File: config.mk
export PLATFORM = sky130hd
export DESIGN_NAME = instr_fetch_stage_flat
export DESIGN_NICKNAME = d
export VERILOG_FILES = /design/src/rtl/instr_fetch_stage_if.sv /design/src/rtl/instr_fetch_stage.sv /design/src/flat_wrapper.sv
export SDC_FILE = /design/constraint.sdc
export NUM_CORES = 1
export LEC_CHECK = 0
export BUFFER_PORTS_ARGS = -buffer_cell sky130_fd_sc_hd__buf_4
export CAP_MARGIN = 5
export CORE_ASPECT_RATIO = 0.75
export CORE_MARGIN = 10
export CORE_UTILIZATION = 45
export DETAILED_ROUTE_END_ITERATION = 10
export GPL_ROUTABILITY_DRIVEN = 0
export PLACE_DENSITY = 0.69
export SLEW_MARGIN = 10
export SYNTH_ARGS = -nofsm -noshare
export SYNTH_HDL_FRONTEND = slang
export SYNTH_SLANG_ARGS = --single-unit
File: constraint.sdc
create_clock -name clk -period 1.65 [get_ports clk]
set_clock_uncertainty 0.05 [all_clocks]
set_input_delay 0.165 -clock clk [delete_from_list [all_inputs] [get_ports clk]]
set_output_delay 0.165 -clock clk [all_outputs]
set_load 0.02 [all_outputs]
File: src/rtl/instr_fetch_stage_if.sv
`default_nettype none
// ----------------------------------------------------------------------------
// instr_fetch_stage_if : fetch-stage control, IMEM and IF/ID bundle
// Rev 1.0
// ----------------------------------------------------------------------------
interface instr_fetch_stage_if #(
  parameter int ADDR_WIDTH = 8
) ();
  logic                  i_stall;
  logic                  i_branch_taken;
  logic [ADDR_WIDTH-1:0] i_branch_target;
  logic [ADDR_WIDTH-1:0] o_imem_addr;
  logic [23:0]           i_imem_rdata;
  logic [23:0]           o_if_id_instr;
  logic [ADDR_WIDTH-1:0] o_if_id_pc;
  logic                  o_if_id_valid;
  logic [3:0]            o_opcode;

  modport slave (
    input  i_stall, i_branch_taken, i_branch_target, i_imem_rdata,
    output o_imem_addr, o_if_id_instr, o_if_id_pc, o_if_id_valid, o_opcode
  );

  modport master (
    output i_stall, i_branch_taken, i_branch_target, i_imem_rdata,
    input  o_imem_addr, o_if_id_instr, o_if_id_pc, o_if_id_valid, o_opcode
  );
endinterface
`default_nettype wire

File: src/rtl/instr_fetch_stage.sv
`default_nettype none
// ----------------------------------------------------------------------------
// instr_fetch_stage : PC, 1-cycle IMEM fetch, IF/ID register with skid buffer
// Rev 1.0
// ----------------------------------------------------------------------------
module instr_fetch_stage #(
  parameter int                    ADDR_WIDTH = 8,
  parameter logic [ADDR_WIDTH-1:0] RESET_PC   = '0
) (
  input  logic                clk,
  input  logic                rst,
  instr_fetch_stage_if.slave  bus
);

  typedef enum logic [0:0] {
    ST_RUN  = 1'b0,
    ST_HOLD = 1'b1
  } state_t;

  state_t                r_state,      w_state_nxt;
  logic [ADDR_WIDTH-1:0] r_pc,         w_pc_nxt;
  logic                  r_pend_valid, w_pend_valid_nxt;
  logic [ADDR_WIDTH-1:0] r_pend_pc,    w_pend_pc_nxt;
  logic [23:0]           r_skid,       w_skid_nxt;
  logic [ADDR_WIDTH-1:0] r_skid_pc,    w_skid_pc_nxt;
  logic [23:0]           r_instr,      w_instr_nxt;
  logic [ADDR_WIDTH-1:0] r_ifid_pc,    w_ifid_pc_nxt;
  logic                  r_ifid_valid, w_ifid_valid_nxt;

  always_ff @(posedge clk) begin
    if (rst) begin
      r_state      <= ST_RUN;
      r_pc         <= RESET_PC;
      r_pend_valid <= 1'b0;
      r_pend_pc    <= '0;
      r_skid       <= '0;
      r_skid_pc    <= '0;
      r_instr      <= '0;
      r_ifid_pc    <= '0;
      r_ifid_valid <= 1'b0;
    end else begin
      r_state      <= w_state_nxt;
      r_pc         <= w_pc_nxt;
      r_pend_valid <= w_pend_valid_nxt;
      r_pend_pc    <= w_pend_pc_nxt;
      r_skid       <= w_skid_nxt;
      r_skid_pc    <= w_skid_pc_nxt;
      r_instr      <= w_instr_nxt;
      r_ifid_pc    <= w_ifid_pc_nxt;
      r_ifid_valid <= w_ifid_valid_nxt;
    end
  end

  always_comb begin
    w_state_nxt      = r_state;
    w_pc_nxt         = r_pc;
    w_pend_valid_nxt = r_pend_valid;
    w_pend_pc_nxt    = r_pend_pc;
    w_skid_nxt       = r_skid;
    w_skid_pc_nxt    = r_skid_pc;
    w_instr_nxt      = r_instr;
    w_ifid_pc_nxt    = r_ifid_pc;
    w_ifid_valid_nxt = r_ifid_valid;

    if (bus.i_branch_taken) begin
      // Redirect drops both the word in flight and any skid entry.
      w_pc_nxt         = bus.i_branch_target;
      w_pend_valid_nxt = 1'b0;
      w_ifid_valid_nxt = 1'b0;
      w_state_nxt      = ST_RUN;
    end else begin
      case (r_state)
        ST_RUN: begin
          if (!bus.i_stall) begin
            w_instr_nxt      = bus.i_imem_rdata;
            w_ifid_pc_nxt    = r_pend_pc;
            w_ifid_valid_nxt = r_pend_valid;
            w_pend_pc_nxt    = r_pc;
            w_pend_valid_nxt = 1'b1;
            w_pc_nxt         = r_pc + 1'b1;
          end else begin
            // The word landing now would be lost; park it. The read of PC
            // issued on this edge is discarded and reissued on release.
            w_skid_nxt       = bus.i_imem_rdata;
            w_skid_pc_nxt    = r_pend_pc;
            w_pend_valid_nxt = 1'b0;
            if (r_pend_valid) begin
              w_state_nxt = ST_HOLD;
            end
          end
        end
        ST_HOLD: begin
          if (!bus.i_stall) begin
            w_instr_nxt      = r_skid;
            w_ifid_pc_nxt    = r_skid_pc;
            w_ifid_valid_nxt = 1'b1;
            w_pend_pc_nxt    = r_pc;
            w_pend_valid_nxt = 1'b1;
            w_pc_nxt         = r_pc + 1'b1;
            w_state_nxt      = ST_RUN;
          end
        end
        default: begin
          w_state_nxt = ST_RUN;
        end
      endcase
    end
  end

  assign bus.o_imem_addr   = r_pc;
  assign bus.o_if_id_instr = r_instr;
  assign bus.o_if_id_pc    = r_ifid_pc;
  assign bus.o_if_id_valid = r_ifid_valid;
  assign bus.o_opcode      = r_ifid_valid ? r_instr[23:20] : 4'b0000;

endmodule
`default_nettype wire

File: src/flat_wrapper.sv
// flat-port wrapper written by rule: the top's interface ports become plain ports
module instr_fetch_stage_flat 
#(
  parameter int                    ADDR_WIDTH = 8,
  parameter logic [ADDR_WIDTH-1:0] RESET_PC   = '0
)
  (clk, rst, bus_i_stall, bus_i_branch_taken, bus_i_branch_target, bus_i_imem_rdata, bus_o_imem_addr, bus_o_if_id_instr, bus_o_if_id_pc, bus_o_if_id_valid, bus_o_opcode);
  instr_fetch_stage_if #(.ADDR_WIDTH(ADDR_WIDTH)) bus_i ();
  input  logic clk;
  input  logic rst;
  input wire logic [$bits(bus_i.i_stall)-1:0] bus_i_stall;
  input wire logic [$bits(bus_i.i_branch_taken)-1:0] bus_i_branch_taken;
  input wire logic [$bits(bus_i.i_branch_target)-1:0] bus_i_branch_target;
  input wire logic [$bits(bus_i.i_imem_rdata)-1:0] bus_i_imem_rdata;
  output wire logic [$bits(bus_i.o_imem_addr)-1:0] bus_o_imem_addr;
  output wire logic [$bits(bus_i.o_if_id_instr)-1:0] bus_o_if_id_instr;
  output wire logic [$bits(bus_i.o_if_id_pc)-1:0] bus_o_if_id_pc;
  output wire logic [$bits(bus_i.o_if_id_valid)-1:0] bus_o_if_id_valid;
  output wire logic [$bits(bus_i.o_opcode)-1:0] bus_o_opcode;
  assign bus_i.i_stall = bus_i_stall;
  assign bus_i.i_branch_taken = bus_i_branch_taken;
  assign bus_i.i_branch_target = bus_i_branch_target;
  assign bus_i.i_imem_rdata = bus_i_imem_rdata;
  assign bus_o_imem_addr = bus_i.o_imem_addr;
  assign bus_o_if_id_instr = bus_i.o_if_id_instr;
  assign bus_o_if_id_pc = bus_i.o_if_id_pc;
  assign bus_o_if_id_valid = bus_i.o_if_id_valid;
  assign bus_o_opcode = bus_i.o_opcode;
  instr_fetch_stage #(.ADDR_WIDTH(ADDR_WIDTH), .RESET_PC(RESET_PC)) u_core (.clk(clk), .rst(rst), .bus(bus_i));
endmodule
# ---- Word-level counts from Yosys, hierarchy flattened
# Cells that the tools add are included.
dict set report classes {
  n_mux 19
  reduce_logical 5
  addsub 1
  n_eq_ne 3
  n_bitwise 3
}
# operator count
set op_table {}
lappend op_table {{2-to-1 mux 24 bit} 2}
lappend op_table {{one-hot mux 24 bit (2 select lines)} 1}
lappend op_table {{2-to-1 mux 8 bit} 5}
lappend op_table {{one-hot mux 8 bit (2 select lines)} 1}
lappend op_table {{adder 8 x 1 -> 8 bit (second input constant)} 1}
lappend op_table {{2-to-1 mux 1 bit} 6}
lappend op_table {{one-hot mux 1 bit (2 select lines)} 3}
lappend op_table {{AND reduction 3 bit} 2}
lappend op_table {{2-to-1 mux 4 bit} 1}
lappend op_table {{!= test 2 bit (second input constant)} 2}
lappend op_table {{AND reduction 2 bit} 2}
lappend op_table {{inverter 1 bit} 3}
lappend op_table {{!= test 2 x 1 -> 1 bit (second input constant)} 1}
lappend op_table {{OR reduction 2 bit} 1}
dict set report word_totals {
  inputBits 36
  ff_bits 83
  out_inout_bits 45
  elab_cells 40
}

# ---- Logic depth before layout (Yosys ltp)
# Gate-level depths: netlist of run 1.
dict set report depth {
  depth_word 3
  depth_mapped 6
  depth_no_buf 4
}

# ---- Worst setup path after synthesis of run 1
# OpenSTA, ideal clock, no wires.
dict set report synth_timing {
  kind {register -> register}
  startpoint {reg u_core.r_pc[0] (netlist: u_core.bus.o_imem_addr[0])}
  endpoint {reg u_core.r_pc[6] (netlist: u_core.bus.o_imem_addr[6])}
  n_path_buf 0
  required_time_ns 1.509
  stages_incl_launch_ff 5
  slack_ns 0.140
  setup_time_ns 0.091
  period_less_slack_ns 1.510
  arrival_time_ns 1.370
  path_cell_list {dfxtp_1 > ha_1 > nand2b_1 > or3_1 > a311oi_1}
}
dict set report synth_between {
  elab_chain_cells 3
}
# item line
set synth_rtl {}
lappend synth_rtl {{start: declaration} instr_fetch_stage.sv:21} ;# logic [ADDR_WIDTH-1:0] r_pc, w_pc_nxt;
lappend synth_rtl {{start signal: assignment} instr_fetch_stage.sv:43} ;# r_pc <= w_pc_nxt;
lappend synth_rtl {{adder 8 x 1 -> 8 bit} {instr_fetch_stage.sv:80, instr_fetch_stage.sv:99}}
lappend synth_rtl {{2-to-1 mux 8 bit} {instr_fetch_stage.sv:74, instr_fetch_stage.sv:93}}
lappend synth_rtl {{2-to-1 mux 8 bit} instr_fetch_stage.sv:65} ;# if (bus.i_branch_taken) begin
# No other way between the ends. The select of a mux whose other input is x is not followed.
# A chain may end at the register's enable or synchronous reset.

# ---- Final worst setup path of run 1
dict set report layout_timing {
  startpoint {reg u_core.r_pc[1] (netlist: u_core.bus.o_imem_addr[1])}
  endpoint {reg u_core.r_pc[6] (netlist: u_core.bus.o_imem_addr[6])}
}
# Same word-level chain as after synthesis.

==> results.ini, run 1 <==
[cells_and_area]
drive_above_1_share=0.244
regArea_mm2=0.00166
num_antenna_cells=0
area_growth_pct=28.4
final_area_mm2=0.00431
final_nets=500
fillCellCount=678
multi_input_area_mm2=0.00155
stdcell_count=569

[floorplan]
num_rows=27
die_h_um=94.8
coreArea_mm2=0.00730
ioPinCount=81
initial_utilization=0.460
die_w_um=120
die_area_mm2=0.0113

[clocking]
cts_made_buffers=9
ctsHtreeMaxLevel=3
worstSkewPairLatency_ps=340
cts.clk_slew.worst_paths_ps=90
clockBufferDepth=2
post_cts_resized=0
ctsRootBufferMaster=clkbuf_8
cts_sinks=83
tritoncts=built

[yosys]
syn_area_mm2=0.00336
avgSynthCellArea_um2=8.67
synth_edf_count=0
synth.area.top_cells=dfxtp_1 50%, nand2_1 9.6%, mux2i_1 9.5%, a211oi_1 8.1%, a21oi_1 6.4%
synthFlopType=dfxtp_1
synth_top_area_share=0.495
synth_seq_cells=83
yosysWarnings=0
synthArstFlopShare=0
synthesis.nets=424
post-synth-top-area-cell=dfxtp_1
synth_cell_types=35
synth_seq_area_share=0.495
netlist_instances=387

[timing]
min_period_ps=1480
rsz0062_at_grt=false
max_slew.worst_pin.slew_ps=415
post-route-period-util=0.899
setup_viol=0
fin_tns_setup_ps=0
whs_ps=20.9
slew_headroom=0.723
hold_viol_final=0
report.final.slew_viol_count=0
fmax_mhz=674

[hold_path]
whs_endpoint=u_core.r_skid[22]
whs_path_depth=3
hp-class=primary input to register
hp-start=bus_i_imem_rdata[22]

[global_route]
grt_antenna_before_repair=0
grt_max_degree=59
grt_usage=0.145
grt_pass1_vias=2749
grt_remaining_overflow=0
grt_pass1_wl_um=13500

[detailed_routing]
wire_per_inst_um=14.3
vias=2876
post-route-drc-count=0
detail_route.first_pass.iterations=4
final_antenna_net_count=0
vias_per_cell=5.05
first_iter_violations=167
routed_wl_um=8140

[setup_path]
cp_slowest_cell=dfxtp_1
cp-start-kind=register
worstPathArrival_ps=1690
critPathCaptureType=register
r2r_cells=4
r2r_slack_ps=170
reg2reg_to=u_core.bus.o_imem_addr[6]
slowest_delay_ps=450
cp_num_buf_inv=0
critPathTopFamily=flip-flops
rr_startpoint=u_core.bus.o_imem_addr[1]
critPathRequiredTime_ps=1860
critical_path_peak_fanout=7
path_class=register to register
path_cells=ha_1 -> nand2b_1 -> or3_1 -> a311oi_1

[outcome]
status=complete, no violations

[place]
dp_cells=550
portBuffers=80
dpl.hpwl_um=5830
dpl_cell_area_mm2=0.00408

[power]
p_per_area_mw_per_mm2=984
power_leakage_nw=1.63
peakVddDrop_uv=531

[run]
drv_cap=0

## worst max path at each step
stage / from / end / slack, ps / cells past startpoint
floorplan: u_core.bus.o_imem_addr[0] / u_core.bus.o_imem_addr[6] / 140 / 4
global placement: u_core.bus.o_imem_addr[3] / u_core.bus.o_imem_addr[5] / 230 / 3
detailed placement: bus_i_stall / u_core.r_skid[8] / 200 / 5
CTS: u_core.bus.o_imem_addr[1] / u_core.bus.o_imem_addr[6] / 180 / 4
global route: u_core.bus.o_imem_addr[1] / u_core.bus.o_imem_addr[6] / 90 / 4
finish: u_core.bus.o_imem_addr[1] / u_core.bus.o_imem_addr[6] / 170 / 4
## worst min-delay path, stage by stage
cell and delay [ps]:
buf_4 110, nand2_1 50, a21oi_1 50
## sequential cells by signal, summed over array words and instances, names as in the netlist
name	flops
u_core.r_state	1
u_core.bus.o_if_id_pc	8
u_core.r_pend_valid	1
u_core.bus.o_imem_addr	8
u_core.r_skid	24
u_core.bus.o_if_id_valid	1
u_core.bus.o_if_id_instr	24
u_core.r_skid_pc	8
u_core.r_pend_pc	8
## kinds of logic (layout without fill, tap and decap cells)
group                    count (synthesis)  after routing  synth area share
AND/OR/NAND/NOR                        144            144             0.180
AO/OA/AOI/OAI                           87             87             0.165
flip-flops                              83             83             0.495
buffers and inverters                   35            116            0.0474
multiplexers                            33             33            0.0988
XOR/XNOR                                 4              4            0.0104
adder cells (fa/ha/maj)                  1              1           0.00373
## synth_stat cells (2+ instances only)
master	count
buf_6	2
buf_2	10
a311oi_1	2
xnor2_1	2
nor2_1	39
clkbuf_1	20
and2_1	4
xor2_1	2
dfxtp_1	83
nand3_1	2
nand4b_1	2
nand2_1	86
mux2i_1	32
inv_1	3
a211oi_1	36
a21oi_1	43
## cell type report
cell class,count,share of cell area
multi-input combinational,269,0.359
clock buffer,10,0.0296
timing repair buffer,97,0.177
clock inverter,6,0.0171
inverter,3,0.00261
sequential,83,0.386
tap,101,0.0293
## per-layer routing
| metal | global-route usage | share of wire | up-vias |
|---|---|---|---|
| met2 | 0.223 | 0.44 | 82 |
| met3 | 0.0650 | 0.084 | 2 |
| li1 | - | - | 1498 |
| met5 | 0 | 0 | - |
| met4 | 0.0391 | 0.0038 | 0 |
| met1 | 0.181 | 0.47 | 1294 |
## through the flow
step	setup slack, ps	utilization	power, mW
global placement	233	0.559	2.79
floorplan	140	-	2.54
global route	85.3	0.591	4.43
CTS	180	0.589	4.29
finish	167	0.591	4.24
detailed placement	195	0.559	2.81
## cell usage in the layout (no fill, tap or decap), types with 2 or more instances in the layout
cell type,synthesis,routed
a211oi_1,36,36
a21oi_1,43,43
a311oi_1,2,2
and2_1,4,4
buf_12,0,2
buf_4,0,92
clkbuf_8,0,9
clkinvlp_4,0,2
dfxtp_1,83,82
dlygate4sd3_1,0,3
inv_1,3,3
mux2i_1,32,32
nand2_1,86,86
nand3_1,2,2
nand4b_1,2,2
nor2_1,39,39
xnor2_1,2,2
xor2_1,2,2
## what timing repair did
action                    4_1_cts  5_1_grt
hold buffers                    2        1
setup buffers                   0        0
hold endpoints to repair        2        1
## power by group
| group | total, mW | internal, mW | switching, mW |
|---|---|---|---|
| sequential | 2.17 | 2.10 | 0.0677 |
| clock | 1.48 | 0.719 | 0.763 |
| combinational | 0.585 | 0.263 | 0.323 |
Note: power is estimated with default switching activity, not from simulation.
==> run 2: changes to the inputs <==
--- a/config.mk
+++ b/config.mk
@@ -5,7 +5,7 @@
 export SDC_FILE = /design/constraint.sdc
 export NUM_CORES = 1
 export LEC_CHECK = 0
-export BUFFER_PORTS_ARGS = -buffer_cell sky130_fd_sc_hd__buf_4
+export BUFFER_PORTS_ARGS = -buffer_cell sky130_fd_sc_hd__buf_2
 export CAP_MARGIN = 5
 export CORE_ASPECT_RATIO = 0.75
 export CORE_MARGIN = 10
==> run 2 against run 1 <==
Against the previous run:
- global-route usage up 0.84 points
- critical path depth fell by 1
- critical path type unchanged
- non-clock buffer count is 10 higher
- worst hold slack worse by 7.4 ps
- register-to-register slack got worse by 20 ps
- clock-buffer cell count down 1
==> results.ini, run 2 (synthesis results as in run 1) <==
[setup_path]
worstPathArrival_ps=1690
critPathRequiredTime_ps=1840
path_class=register to register
critPathCaptureType=register
cp-start-kind=register
critical_path_peak_fanout=7

[timing]
setup_viol=0
slew_headroom=0.734
hold_viol_final=0
min_period_ps=1500
fin_ws_ps=147
rsz0062_at_grt=false
max_slew.worst_pin.slew_ps=389
post-route-period-util=0.911
fmax_mhz=665
report.final.slew_viol_count=0
fin_tns_setup_ps=0

[global_route]
grt_usage=0.153
grt_remaining_overflow=0
grt_pass1_vias=2895
grt_pass1_wl_um=14300
grt_max_degree=54
grt_antenna_before_repair=0

[cells_and_area]
final_nets=510
mostFrequentLayoutCells=86 x nand2_1, 81 x dfxtp_1, 80 x buf_2
area_growth_pct=25.8
fillCellCount=701
multi_input_area_mm2=0.00155
final_common_cell=nand2_1
regArea_mm2=0.00166
num_antenna_cells=0
drive_above_1_share=0.238

[outcome]
status=complete, no violations

[clocking]
cts.clk_slew.worst_paths_ps=80
clockBufferDepth=2
ctsRootBufferMaster=clkbuf_8
cts_made_buffers=9
cts_setup_buffers=0
cts_sinks=83
worstSkewPairLatency_ps=350
tritoncts=built
ctsHtreeMaxLevel=3

[detailed_routing]
wl_met3_um=605
vias=2955
detail_route.first_pass.iterations=4
wire_per_inst_um=14.7
post-route-drc-count=0
wl_met2_um=3720
routed_wl_um=8520
top_layer=met4
first_iter_violations=172
final_antenna_net_count=0
wl_met1_um=4100
vias_per_cell=5.10

[floorplan]
die_area_mm2=0.0113
die_w_um=120
coreArea_mm2=0.00730
initial_utilization=0.460
num_rows=27
ioPinCount=81
die_h_um=94.8

[hold_path]
hp-class=primary input to register

[power]
p_per_area_mw_per_mm2=966
power_leakage_nw=1.63
peakVddDrop_uv=473

[run]
drv_cap=0

[place]
dpl.hpwl_um=5760
portBuffers=80
pre_cts_ws_ps=149

==> run 2: report_power, final <==
group	switching, mW	internal (mW)
registers	0.0709	2.10
logic	0.327	0.226
clock network	0.781	0.567
==> run 2: through the flow <==
stage	cell area (um^2)	instances	power [mW]	utilization	hold WS (ps)
after global placement	3890	548	2.73	0.533	366
final	4220	579	4.08	0.579	13.6
after global routing	4220	579	4.28	0.579	2.15
after detailed placement	3890	548	2.75	0.533	373
after floorplan	3360	387	2.54	-	251
after CTS	4220	579	4.12	0.578	0.642
==> run 2: layer usage <==
layer,track usage,up-vias
li1,-,1515
met5,0,-
met2,0.241,97
met1,0.192,1333
met3,0.0626,10
met4,0.0411,0
==> run 2: layout make-up <==
cell class / instances / area share
Multi-Input combinational cell: 269 / 0.366
Clock buffer: 9 / 0.0293
Sequential cell: 83 / 0.394
Inverter: 3 / 0.00267
Timing Repair Buffer: 107 / 0.164
Tap cell: 101 / 0.0299
Clock inverter: 7 / 0.0139
==> run 2: critical path, stage by stage, from the launching register on <==
cell and delay, ps:
dfxtp_1 480, nand4_1 210, or4b_1 550, o311ai_1 100
==> run 2: final timing paths <==
kind,from,endpoint,slack [ps],cells past startpoint
setup / recovery,u_core.bus.o_imem_addr[2],u_core.bus.o_imem_addr[7],150,3
hold / removal,bus_i_imem_rdata[20],u_core.r_skid[20],10,3
hold reg to reg,u_core.r_skid_pc[2],u_core.r_skid_pc[2],410,2
setup reg to reg,u_core.bus.o_imem_addr[2],u_core.bus.o_imem_addr[7],150,3
==> run 2: repair_timing <==
item                                    4_1_cts  5_1_grt
endpoints found under the hold margin        15        0
hold buffers                                 15        0
gates resized for setup                       0        1
endpoints found under the setup margin        0        1
==> run 3: changes to the inputs <==
==> constraint.sdc (replaced) <==
create_clock -name clk -period 1.7 [get_ports clk]
set_clock_uncertainty 0.05 [all_clocks]
set_input_delay 0.17 -clock clk [delete_from_list [all_inputs] [get_ports clk]]
set_output_delay 0.17 -clock clk [all_outputs]
set_load 0.02 [all_outputs]
==> run 3 against run 2 <==
Against the previous run:
- final cell count increased by 1.0%
- sequential share of layout area decreased by 0.23 points
- die area unchanged
- sequential cell count unchanged
- clock power decreased by 7%
- via count decreased by 1.9%
- worst setup slack got worse by 12 ps
- largest cell class unchanged
==> results.ini, run 3 (synthesis results as in run 1) <==
[outcome]
status=complete, no violations

[timing]
slew_headroom=0.703
rsz0062_at_grt=false
hold_viol_final=0
setup_viol=0
post-route-period-util=0.921
min_period_ps=1570
fin_ws_ps=135
fmax_mhz=639
report.final.slew_viol_count=0
max_slew.worst_pin.slew_ps=445
fin_tns_setup_ps=0

[global_route]
grt_remaining_overflow=0
grt_max_degree=56
grt_pass1_wl_um=13700
grt_pass1_vias=2797
grt_antenna_before_repair=0
grt_usage=0.148

[setup_path]
cp-start-kind=primary input
critPathCaptureType=register
critPathRequiredTime_ps=1910
worstPathArrival_ps=1770
critical_path_peak_fanout=55
r2r_cells=4
path_class=primary input to register

[power]
peakVddDrop_uv=523
power_leakage_nw=1.65
p_per_area_mw_per_mm2=921

[clocking]
ctsHtreeMaxLevel=3
ctsRootBufferMaster=clkbuf_8
cts.clk_slew.worst_paths_ps=90
cts_made_buffers=9
worstSkewPairLatency_ps=350
cts_setup_buffers=0
cts_sinks=83
tritoncts=built
clockBufferDepth=2

[cells_and_area]
mostFrequentLayoutCells=86 x nand2_1, 82 x dfxtp_1, 80 x buf_2
num_antenna_cells=0
area_growth_pct=26.4
stdcell_count=585
multi_input_area_mm2=0.00155
final_common_cell=nand2_1
drive_above_1_share=0.238
final_nets=516
regArea_mm2=0.00166
fillCellCount=669

[detailed_routing]
first_iter_violations=141
post-route-drc-count=0
detail_route.first_pass.iterations=4
final_antenna_net_count=0
vias=2899
wire_per_inst_um=14.0
vias_per_cell=4.96
routed_wl_um=8210

[floorplan]
initial_utilization=0.460
ioPinCount=81
die_w_um=120
die_area_mm2=0.0113
die_h_um=94.8
num_rows=27
coreArea_mm2=0.00730

[run]
drv_cap=0

[place]
dpl.hpwl_um=5740
dp_cells=550
pre_cts_ws_ps=185
portBuffers=80

[hold_path]
whs_path_depth=3
hp-class=primary input to register

-- run 3: cell types whose count changed in the layout (fill, tap and decap cells not counted), sizes merged --
cell / before / now
clkinv: 2 / 3
buf: 92 / 94
inv: 6 / 5
dlygate4sd3: 15 / 19
-- run 3: critical path, stage by stage --
cell           delay, ps
dlygate4sd3_1        530
buf_2                150
buf_4                170
nor2_4               140
buf_12               250
nor2_1                70
a211oi_1             270
-- run 3: metal layers --
metal	GRT usage	routed length (um)	vias up
met2	0.229	3620	73
li1	-	-	1520
met4	0.0361	65	0
met3	0.0781	717	6
met1	0.179	3800	1300
met5	0	0	-
-- run 3: where the power goes --
part,internal [mW],leakage (nW),switching (mW)
combinational,0.222,0.882,0.315
clock,0.537,0.0860,0.727
sequential,2.04,0.681,0.0655
-- run 3: timing repair --
| item | in CTS | in global routing |
|---|---|---|
| endpoints found under the hold margin | 18 | 1 |
| gates resized for setup | 0 | 0 |
| hold buffers | 18 | 1 |
-- run 3: final timing paths --
path	startpoint	to	slack, ps
hold reg to reg	u_core.r_skid_pc[7]	u_core.r_skid_pc[7]	410
setup / recovery	bus_i_branch_taken	u_core.bus.o_if_id_instr[5]	130
setup reg to reg	u_core.bus.o_imem_addr[1]	u_core.bus.o_imem_addr[6]	190
hold / removal	bus_i_imem_rdata[1]	u_core.r_skid[1]	20
-- run 3: stage by stage --
stage	hold slack (ps)	instance area, um^2	power, mW	util
6_report	20.0	4240	3.91	0.581
5_1_grt	12.4	4240	4.12	0.581
3_3_place_gp	368	3880	2.65	0.531
4_1_cts	1.12	4230	3.98	0.580
3_5_place_dp	364	3880	2.66	0.531
2_1_floorplan	256	3360	2.46	-
-- run 3: area by class of cell --
class / instances / share of cell area
tap: 101 / 0.0298
timing repair buffer: 113 / 0.170
clock buffer: 9 / 0.0292
sequential: 83 / 0.392
clock inverter: 7 / 0.0121
multi-input combinational: 269 / 0.364
inverter: 3 / 0.00265
